--- src/rtl/uart_pkg.sv ---
// uart_pkg: shared UART encodings -- receiver states, parity-select codes, error bit indices.
// Used by both uart_rx and uart_tx so the cfg_* encoding stays identical on both paths.
package uart_pkg;

    typedef enum logic [2:0] {
        ST_IDLE,
        ST_START_BIT,
        ST_DATA,
        ST_PARITY,
        ST_STOP_FIRST,
        ST_STOP_LAST
    } uart_state_e;

    localparam logic [1:0] PAR_ODD  = 2'b00;
    localparam logic [1:0] PAR_EVEN = 2'b01;
    localparam logic [1:0] PAR_ZERO = 2'b10;
    localparam logic [1:0] PAR_ONE  = 2'b11;

    localparam int ERR_PE = 0;
    localparam int ERR_FE = 1;
    localparam int ERR_OE = 2;

    // Expected parity bit given the XOR of all data bits.
    function automatic logic exp_parity(input logic [1:0] sel, input logic data_xor);
        return (sel == PAR_ODD)  ? ~data_xor :
               (sel == PAR_EVEN) ?  data_xor :
               (sel == PAR_ZERO) ?  1'b0     : 1'b1;
    endfunction

endpackage

--- src/rtl/uart_rx_if.sv ---
// uart_rx_if: receive-data holding register and error reporting towards the APB register file.
//   rx_data   8  received byte, right-aligned
//   rx_valid  1  rx_data holds an unread byte
//   rx_ready  1  consumer accepts the byte when rx_valid & rx_ready
//   err       3  sticky {overrun, framing, parity}
//   err_clr   1  clears err on the next cycle
// master = receiver side, slave = consumer side.
interface uart_rx_if;
    logic [7:0] rx_data;
    logic       rx_valid;
    logic       rx_ready;
    logic [2:0] err;
    logic       err_clr;

    modport master (output rx_data, rx_valid, err, input rx_ready, err_clr);
    modport slave  (input rx_data, rx_valid, err, output rx_ready, err_clr);
endinterface

--- src/rtl/uart_rx_sync.sv ---
// uart_rx_sync: SYNC_STAGES-deep synchroniser for the async rx line plus a falling-edge detect.
//   clk_i, rstn_i  clock, asynchronous active-low reset
//   rx_i           raw serial line (idle high)
//   rx_s           synchronised line
//   fall           rx_s went 1->0 this cycle
module uart_rx_sync #(
    parameter int SYNC_STAGES = 2
) (
    input  logic clk_i,
    input  logic rstn_i,
    input  logic rx_i,
    output logic rx_s,
    output logic fall
);

    logic [SYNC_STAGES-1:0] sync_q;
    logic                   prev_q;

    // Flops reset to 1 so an idle line never looks like a start edge after reset.
    always_ff @(posedge clk_i or negedge rstn_i) begin
        if (!rstn_i) begin
            sync_q <= '1;
            prev_q <= 1'b1;
        end else begin
            sync_q <= {sync_q[SYNC_STAGES-2:0], rx_i};
            prev_q <= sync_q[SYNC_STAGES-1];
        end
    end

    assign rx_s = sync_q[SYNC_STAGES-1];
    assign fall = prev_q & ~rx_s;

endmodule

--- src/rtl/uart_rx.sv ---
// uart_rx: UART receiver -- start, 5-8 data bits LSB-first, optional parity, 1-2 stop bits.
//   clk_i, rstn_i      clock, asynchronous active-low reset
//   rx_i               serial line, async, idle high
//   cfg_en_i           receiver enable
//   cfg_div_i          bit period = cfg_div_i+1 clocks
//   cfg_parity_en_i    parity bit present
//   cfg_parity_sel_i   00 odd, 01 even, 10 zero, 11 one
//   cfg_bits_i         data bits = cfg_bits_i+5
//   cfg_stop_bits_i    0: one stop bit, 1: two
//   busy_o             frame in progress
//   rx_if              holding register / sticky errors (uart_rx_if.master)
// Build option: define UART_RX_MAJORITY_EN to take each bit as the 2-of-3 majority around the
// sample point (needs cfg_div_i >= 4); otherwise the single sample at the sample point is used.
module uart_rx
    import uart_pkg::*;
#(
    parameter int SYNC_STAGES = 2
) (
    input  logic        clk_i,
    input  logic        rstn_i,
    input  logic        rx_i,
    input  logic        cfg_en_i,
    input  logic [15:0] cfg_div_i,
    input  logic        cfg_parity_en_i,
    input  logic [1:0]  cfg_parity_sel_i,
    input  logic [1:0]  cfg_bits_i,
    input  logic        cfg_stop_bits_i,
    output logic        busy_o,
    uart_rx_if.master   rx_if
);

    uart_state_e state_q, state_d;
    logic [15:0] cnt_q;
    logic [2:0]  bit_cnt_q;
    logic [7:0]  shreg_q;
    logic        par_q, pe_q, fe_q;
    logic        rx_s, rx_fall, rx_d, bit_val;
    logic        tick, last_bit, in_stop, commit, fe_now, good, accept;
    logic [2:0]  new_err;

    uart_rx_sync #(.SYNC_STAGES(SYNC_STAGES)) u_sync (
        .clk_i (clk_i),
        .rstn_i(rstn_i),
        .rx_i  (rx_i),
        .rx_s  (rx_s),
        .fall  (rx_fall)
    );

    // Bits are judged one cycle late (rx_d) in both builds so the majority window can include
    // the sample after the sample point while keeping the same frame latency.
`ifdef UART_RX_MAJORITY_EN
    logic rx_d2;
    always_ff @(posedge clk_i or negedge rstn_i) begin
        if (!rstn_i) begin
            rx_d  <= 1'b1;
            rx_d2 <= 1'b1;
        end else begin
            rx_d  <= rx_s;
            rx_d2 <= rx_d;
        end
    end
    assign bit_val = (rx_s & rx_d) | (rx_s & rx_d2) | (rx_d & rx_d2);
`else
    always_ff @(posedge clk_i or negedge rstn_i) begin
        if (!rstn_i) rx_d <= 1'b1;
        else         rx_d <= rx_s;
    end
    assign bit_val = rx_d;
`endif

    assign tick     = cnt_q == (cfg_div_i >> 1);
    assign last_bit = bit_cnt_q == ({1'b0, cfg_bits_i} + 3'd4);
    assign in_stop  = (state_q == ST_STOP_FIRST) || (state_q == ST_STOP_LAST);
    assign fe_now   = fe_q | (in_stop & tick & ~bit_val);
    // Commit fires at the final stop sample, half a bit early, so a following start edge is seen.
    assign commit   = cfg_en_i & tick &
                      ((state_q == ST_STOP_LAST) || (state_q == ST_STOP_FIRST && !cfg_stop_bits_i));
    assign good     = commit & ~pe_q & ~fe_now;
    assign accept   = rx_if.rx_valid & rx_if.rx_ready;
    assign busy_o   = state_q != ST_IDLE;

    always_comb begin
        state_d = state_q;
        case (state_q)
            ST_IDLE:       state_d = rx_fall ? ST_START_BIT : ST_IDLE;
            ST_START_BIT:  state_d = !tick ? ST_START_BIT : bit_val ? ST_IDLE : ST_DATA;
            ST_DATA:       state_d = !(tick && last_bit) ? ST_DATA :
                                     cfg_parity_en_i ? ST_PARITY : ST_STOP_FIRST;
            ST_PARITY:     state_d = tick ? ST_STOP_FIRST : ST_PARITY;
            ST_STOP_FIRST: state_d = !tick ? ST_STOP_FIRST : cfg_stop_bits_i ? ST_STOP_LAST : ST_IDLE;
            ST_STOP_LAST:  state_d = tick ? ST_IDLE : ST_STOP_LAST;
            default:       state_d = ST_IDLE;
        endcase
        if (!cfg_en_i) state_d = ST_IDLE;
    end

    always_ff @(posedge clk_i or negedge rstn_i) begin
        if (!rstn_i) state_q <= ST_IDLE;
        else         state_q <= state_d;
    end

    always_ff @(posedge clk_i or negedge rstn_i) begin
        if (!rstn_i) begin
            cnt_q     <= '0;
            bit_cnt_q <= '0;
            shreg_q   <= '0;
            par_q     <= 1'b0;
            pe_q      <= 1'b0;
            fe_q      <= 1'b0;
        end else if (!cfg_en_i) begin
            cnt_q     <= '0;
            bit_cnt_q <= '0;
        end else begin
            cnt_q <= (state_q == ST_IDLE || cnt_q == cfg_div_i) ? 16'd0 : cnt_q + 16'd1;
            if (tick) begin
                case (state_q)
                    ST_START_BIT: begin
                        bit_cnt_q <= '0;
                        shreg_q   <= '0;
                        par_q     <= 1'b0;
                        pe_q      <= 1'b0;
                        fe_q      <= 1'b0;
                    end
                    ST_DATA: begin
                        bit_cnt_q <= bit_cnt_q + 3'd1;
                        shreg_q   <= {bit_val, shreg_q[7:1]};
                        par_q     <= par_q ^ bit_val;
                    end
                    ST_PARITY:     pe_q <= bit_val != exp_parity(cfg_parity_sel_i, par_q);
                    ST_STOP_FIRST: fe_q <= fe_now;
                    ST_STOP_LAST:  fe_q <= fe_now;
                    default:       ;
                endcase
            end
        end
    end

    always_comb begin
        new_err         = '0;
        new_err[ERR_PE] = commit & pe_q;
        new_err[ERR_FE] = commit & fe_now;
        new_err[ERR_OE] = good & rx_if.rx_valid & ~accept;
    end

    // Holding register and sticky errors survive cfg_en_i low; only reset clears them.
    always_ff @(posedge clk_i or negedge rstn_i) begin
        if (!rstn_i) begin
            rx_if.rx_data  <= '0;
            rx_if.rx_valid <= 1'b0;
            rx_if.err      <= '0;
        end else begin
            if (good && (!rx_if.rx_valid || accept)) begin
                rx_if.rx_data  <= shreg_q >> (2'd3 - cfg_bits_i);
                rx_if.rx_valid <= 1'b1;
            end else if (accept) begin
                rx_if.rx_valid <= 1'b0;
            end
            rx_if.err <= (rx_if.err_clr ? 3'b000 : rx_if.err) | new_err;
        end
    end

endmodule
--- src/flat_wrapper.sv ---
// flat-port wrapper written by rule: the top's interface ports become plain ports
module uart_rx_flat import uart_pkg::*;
#(
    parameter int SYNC_STAGES = 2
)
  (clk_i, rstn_i, rx_i, cfg_en_i, cfg_div_i, cfg_parity_en_i, cfg_parity_sel_i, cfg_bits_i, cfg_stop_bits_i, busy_o, rx_if_rx_data, rx_if_rx_valid, rx_if_err, rx_if_rx_ready, rx_if_err_clr);
  uart_rx_if rx_if_i ();
  input  logic clk_i;
  input  logic rstn_i;
  input  logic rx_i;
  input  logic cfg_en_i;
  input  logic [15:0] cfg_div_i;
  input  logic cfg_parity_en_i;
  input  logic [1:0] cfg_parity_sel_i;
  input  logic [1:0] cfg_bits_i;
  input  logic cfg_stop_bits_i;
  output logic busy_o;
  output wire logic [$bits(rx_if_i.rx_data)-1:0] rx_if_rx_data;
  output wire logic [$bits(rx_if_i.rx_valid)-1:0] rx_if_rx_valid;
  output wire logic [$bits(rx_if_i.err)-1:0] rx_if_err;
  input wire logic [$bits(rx_if_i.rx_ready)-1:0] rx_if_rx_ready;
  input wire logic [$bits(rx_if_i.err_clr)-1:0] rx_if_err_clr;
  assign rx_if_rx_data = rx_if_i.rx_data;
  assign rx_if_rx_valid = rx_if_i.rx_valid;
  assign rx_if_err = rx_if_i.err;
  assign rx_if_i.rx_ready = rx_if_rx_ready;
  assign rx_if_i.err_clr = rx_if_err_clr;
  uart_rx #(.SYNC_STAGES(SYNC_STAGES)) u_core (.clk_i(clk_i), .rstn_i(rstn_i), .rx_i(rx_i), .cfg_en_i(cfg_en_i), .cfg_div_i(cfg_div_i), .cfg_parity_en_i(cfg_parity_en_i), .cfg_parity_sel_i(cfg_parity_sel_i), .cfg_bits_i(cfg_bits_i), .cfg_stop_bits_i(cfg_stop_bits_i), .busy_o(busy_o), .rx_if(rx_if_i));
endmodule
--- config.mk ---
export PLATFORM = sky130hd
export DESIGN_NAME = uart_rx_flat
export DESIGN_NICKNAME = d
export VERILOG_FILES = /design/src/rtl/uart_pkg.sv /design/src/rtl/uart_rx_if.sv /design/src/rtl/uart_rx_sync.sv /design/src/rtl/uart_rx.sv /design/src/flat_wrapper.sv
export SDC_FILE = /design/constraint.sdc
export NUM_CORES = 1
export LEC_CHECK = 0
export ABC_AREA = 1
export BUFFER_PORTS_ARGS = -buffer_cell sky130_fd_sc_hd__buf_4
export CAP_MARGIN = 10
export CORE_MARGIN = 1
export CORE_UTILIZATION = 35
export DETAILED_ROUTE_END_ITERATION = 8
export GPL_TIMING_DRIVEN = 0
export SYNTH_ARGS = -nofsm -noshare
export SYNTH_HDL_FRONTEND = slang
export SYNTH_HIERARCHICAL = 1
export SYNTH_SLANG_ARGS = --single-unit
--- constraint.sdc ---
create_clock -name clk_i -period 1.65 [get_ports clk_i]
set_input_delay 0.33 -clock clk_i [delete_from_list [all_inputs] [get_ports clk_i]]
set_output_delay 0.33 -clock clk_i [all_outputs]
set_load 0.005 [all_outputs]
==> summary.txt <==
Status
  – Status: complete, but fails checks
  – Failing checks: setup timing

Global route
  – Number of global-route vias before repair: around 2700
  – Gr usage total: between 10% and 20%
  – Largest net degree at the start of global routing: 50
  – Initial antenna violation count: 0
  – Global route overflow: 0
  – First-pass GRT wire length: around 12000 um

Finish
  – Commonest non-fill, non-tap cell in the layout: nand2_1
  – # nets final: between 500 and 600
  – Area Overhead vs Synth: 37.9%
  – Post-layout util: between 50 and 60%
  – Commonest cells after routing, fill and taps aside: nand2_1 (110), buf_4 (61), inv_1 (48)
  – Ant. Diodes: 0
  – Layout cell share with drive strength beyond 1: 35.7%

STA
  – Fin crit period: between 1.5 and 2 ns
  – Setup TNS Final: -2.20 ns
  – Final Hold Fails: 0
  – Fmax: 571 MHz
  – Final-report setup violation count: 35
  – Final Cycle Share: 106%
  – Final worst setup slack: -0.102 ns
  – Slew HR: 58.4%
  – Slew at the pin closest to its max-slew limit: between 0.6 and 0.7 ns
  – Slew Viols, Final: 0
  – Worst Skew: ~0.013 ns
  – Unrepaired setup endpoints after global routing: true

Worst setup path
  – Crit-path cells: inv_2 > nand2_1 > nand2_1 > nor2_2 > nand2_2 > nor2_8 > nand4_1 > nor2_2 > nand3_2 > nand2_1 > nand2_1
  – Worst Setup End Kind: flop
  – CP Data Required Time: 1.84 ns
  – Critical path class: flop to flop
  – CP startpoint kind: flop
  – Reg-to-reg setup timing slack: -0.10 ns
  – Slowest stage delay, CP: between 0.4 and 0.5 ns
  – R2R Path End: u_core/rx_if.rx_data[4]
  – Slowest CP cell: dfrtp_1
  – Worst Reg-to-Reg Cells: 11
  – CP max FO: 7
  – Worst EP arrival: 1.95 ns
  – CP most frequent cell: nand2_1
  – Worst r2r src: u_core/cnt_q[5]

Floorplanning
  – Die X-Extent: around 95 um
  – IO Pins: between 40 and 50
  – Die height: 94.8 um
  – Core area: slightly above 8000 um2
  – Initial core utilization: about 37%
  – Die Area: 8990 um2
  – Row cnt: 33

Route
  – Routed wire length: between 7000 and 8000 um
  – Initial DRT Pass Iterations: 4
  – DRC Markers: 0
  – Routed Antenna Nets: 0
  – Vias: 2858
  – Wire per inst: 12.6 um
  – Iter 0 DRT Violations: between 150 and 200
  – Routed vias/inst: around 4.8

Clocking
  – # hold bufs at CTS: 0
  – Sink Count: slightly below 50
  – Worst skew pair latency: about 0.30 ns
  – CTS tree: yes
  – Clk pin slew, worst setup/hold paths: approximately 0.1 ns
  – Clk buf depth: 2
  – Clock root buffer: clkbuf_8
  – H-tree Lvls: 2
  – Cts bufs inserted: 5

Logic synthesis
  – Library cells used by synthesis: 34
  – Main flop type after synthesis: dfrtp_1
  – Number of flops mapped to enable cells by yosys: 0
  – Mapped Area: 3010 um2
  – Avg Inst Size Synth: 7.32 um2
  – Flop and latch count out of synthesis: just under 50
  – Synth warn: 6
  – Gate Count Post-Synth: just over 400
  – Async set-reset flop share out of synthesis: 100%
  – Seq/Total Area, Yosys: 40.8%
  – Syn nets: approximately 440

Hold path
  – Hold Path Class: input port to asynchronous set/reset pin

Power
  – Register share of total power: between 50% and 60%
  – Cell Int Power: 1.70 mW
  – Sw Pwr: around 0.60 mW
  – Pwr Density: around 550 nW/um2
  – Switch share: between 20% and 30%
  – Gate power share: between 10% and 20%
  – Leak: between 2 and 2.5 nW
  – Peak supply drop: around 0.34 mV
  – Clock power frac: about 32%

Placement
  – Hpwl dp: 5040 um
  – PortBufs: 38
  – Gp weighted congestion: around 0.86

Flow run
  – Number of max-cap violations: 0
==> kinds of logic after synthesis <==
kind of cell | share of synthesized area [%]
compound gates | 8.10
xor+xnor | 4.94
fa+ha+maj | 0.830
buf+inv | 8.63
flops | 40.8
mux | 0.996
simple gates | 35.7
==> synthesized netlist by cell type (all sizes together), types with 2 or more instances <==
master  instances  area, um2
xnor2          10       87.6
nor2           46        243
xor2            7       61.3
nand2         122        473
clkbuf          4       15.0
o22ai           8       50.1
nand4          12       75.1
nor3           15       96.4
inv            63        236
o21ai          22        110
a21oi          10       50.1
nor4            2       18.8
dfrtp          45       1130
mux2i           3       30.0
a31oi           3       18.8
nand3          29        163
ha              2       25.0
dfstp           4        105
==> per-stage QoR <==
stage / worst slack [ns] / instances / area (um2) / hold slack [ns] / total power [mW]
CTS: -0.153 / 588 / 3860 / 0.0658 / 2.30
detailed placement: -0.419 / 555 / 3430 / 0.349 / 1.53
global route: -0.243 / 598 / 4160 / 0.0885 / 2.42
global placement: -0.383 / 555 / 3430 / 0.347 / 1.52
floorplan: 0.0420 / 412 / 3010 / 0.0344 / 1.41
finish: -0.102 / 598 / 4160 / 0.0429 / 2.30
==> routing by layer <==
layer | GRT usage [%] | part of all wire [%] | vias up | wire, um
met2 | 27.5 | 47 | 43 | 3560
met4 | 4.80 | 0.84 | 0 | 63
met3 | 2.90 | 2.7 | 4 | 205
met1 | 24.5 | 49 | 1332 | 3700
met5 | 0 | 0 | - | 0
li1 | - | - | 1479 | -
==> layout make-up <==
type / count / area, um2
Buffer: 4 / 26.3
Clock buffer: 6 / 82.6
Clock inverter: 2 / 13.8
Fill cell: 813 / 4100
Inverter: 64 / 243
Multi-Input combinational cell: 296 / 1820
Sequential cell: 49 / 1240
Tap cell: 105 / 131
Timing Repair Buffer: 72 / 604
==> power groups by stage <==
stage,clock network [mW],registers (mW),logic [mW]
2_1_floorplan,0,1.26,0.145
3_3_place_gp,0,1.26,0.258
3_5_place_dp,0,1.26,0.263
4_1_cts,0.780,1.24,0.283
5_1_grt,0.827,1.24,0.353
6_report,0.745,1.24,0.315
==> state kept, by name (all words and copies together), names as in the netlist <==
register,flops
u_core/bit_cnt_q,3
u_core/u_sync/sync_q,2
u_core/fe_q,1
u_core/rx_if.rx_valid,1
u_core/par_q,1
u_core/rx_if.err,3
u_core/cnt_q,16
u_core/state_q,3
u_core/rx_if.rx_data,8
u_core/u_sync/prev_q,1
u_core/shreg_q,8
u_core/bit_val,1
u_core/pe_q,1
==> worst max path at each step <==
stage                          startpoint                 endpoint  slack, ns  cells past startpoint
after CTS                 u_core/cnt_q[9]  u_core/rx_if.rx_data[1]      -0.15                     11
after global routing      u_core/cnt_q[4]  u_core/rx_if.rx_data[1]      -0.24                     11
after detailed placement     cfg_div_i[2]         u_core/cnt_q[11]      -0.42                      8
final                     u_core/cnt_q[5]  u_core/rx_if.rx_data[4]      -0.10                     11
after global placement    u_core/cnt_q[0]         u_core/cnt_q[11]      -0.38                      7
after floorplan           u_core/cnt_q[0]         u_core/cnt_q[15]       0.04                      8
==> worst max-delay path: cells and delay by family, from the launching register on <==
family | cells | cell delay [ns]
DFF | 1 | 0.41
and+or+nand+nor | 10 | 1.10
buffers and inverters | 1 | 0.11
==> what timing repair did <==
action                                  in CTS  in global routing
endpoints found under the setup margin      38                 43
buffers inserted                            23                 12
pin swaps                                   20                 22
cloned                                       2                  1
resized for setup                           42                 58
Power figures use the tool's default switching activity.
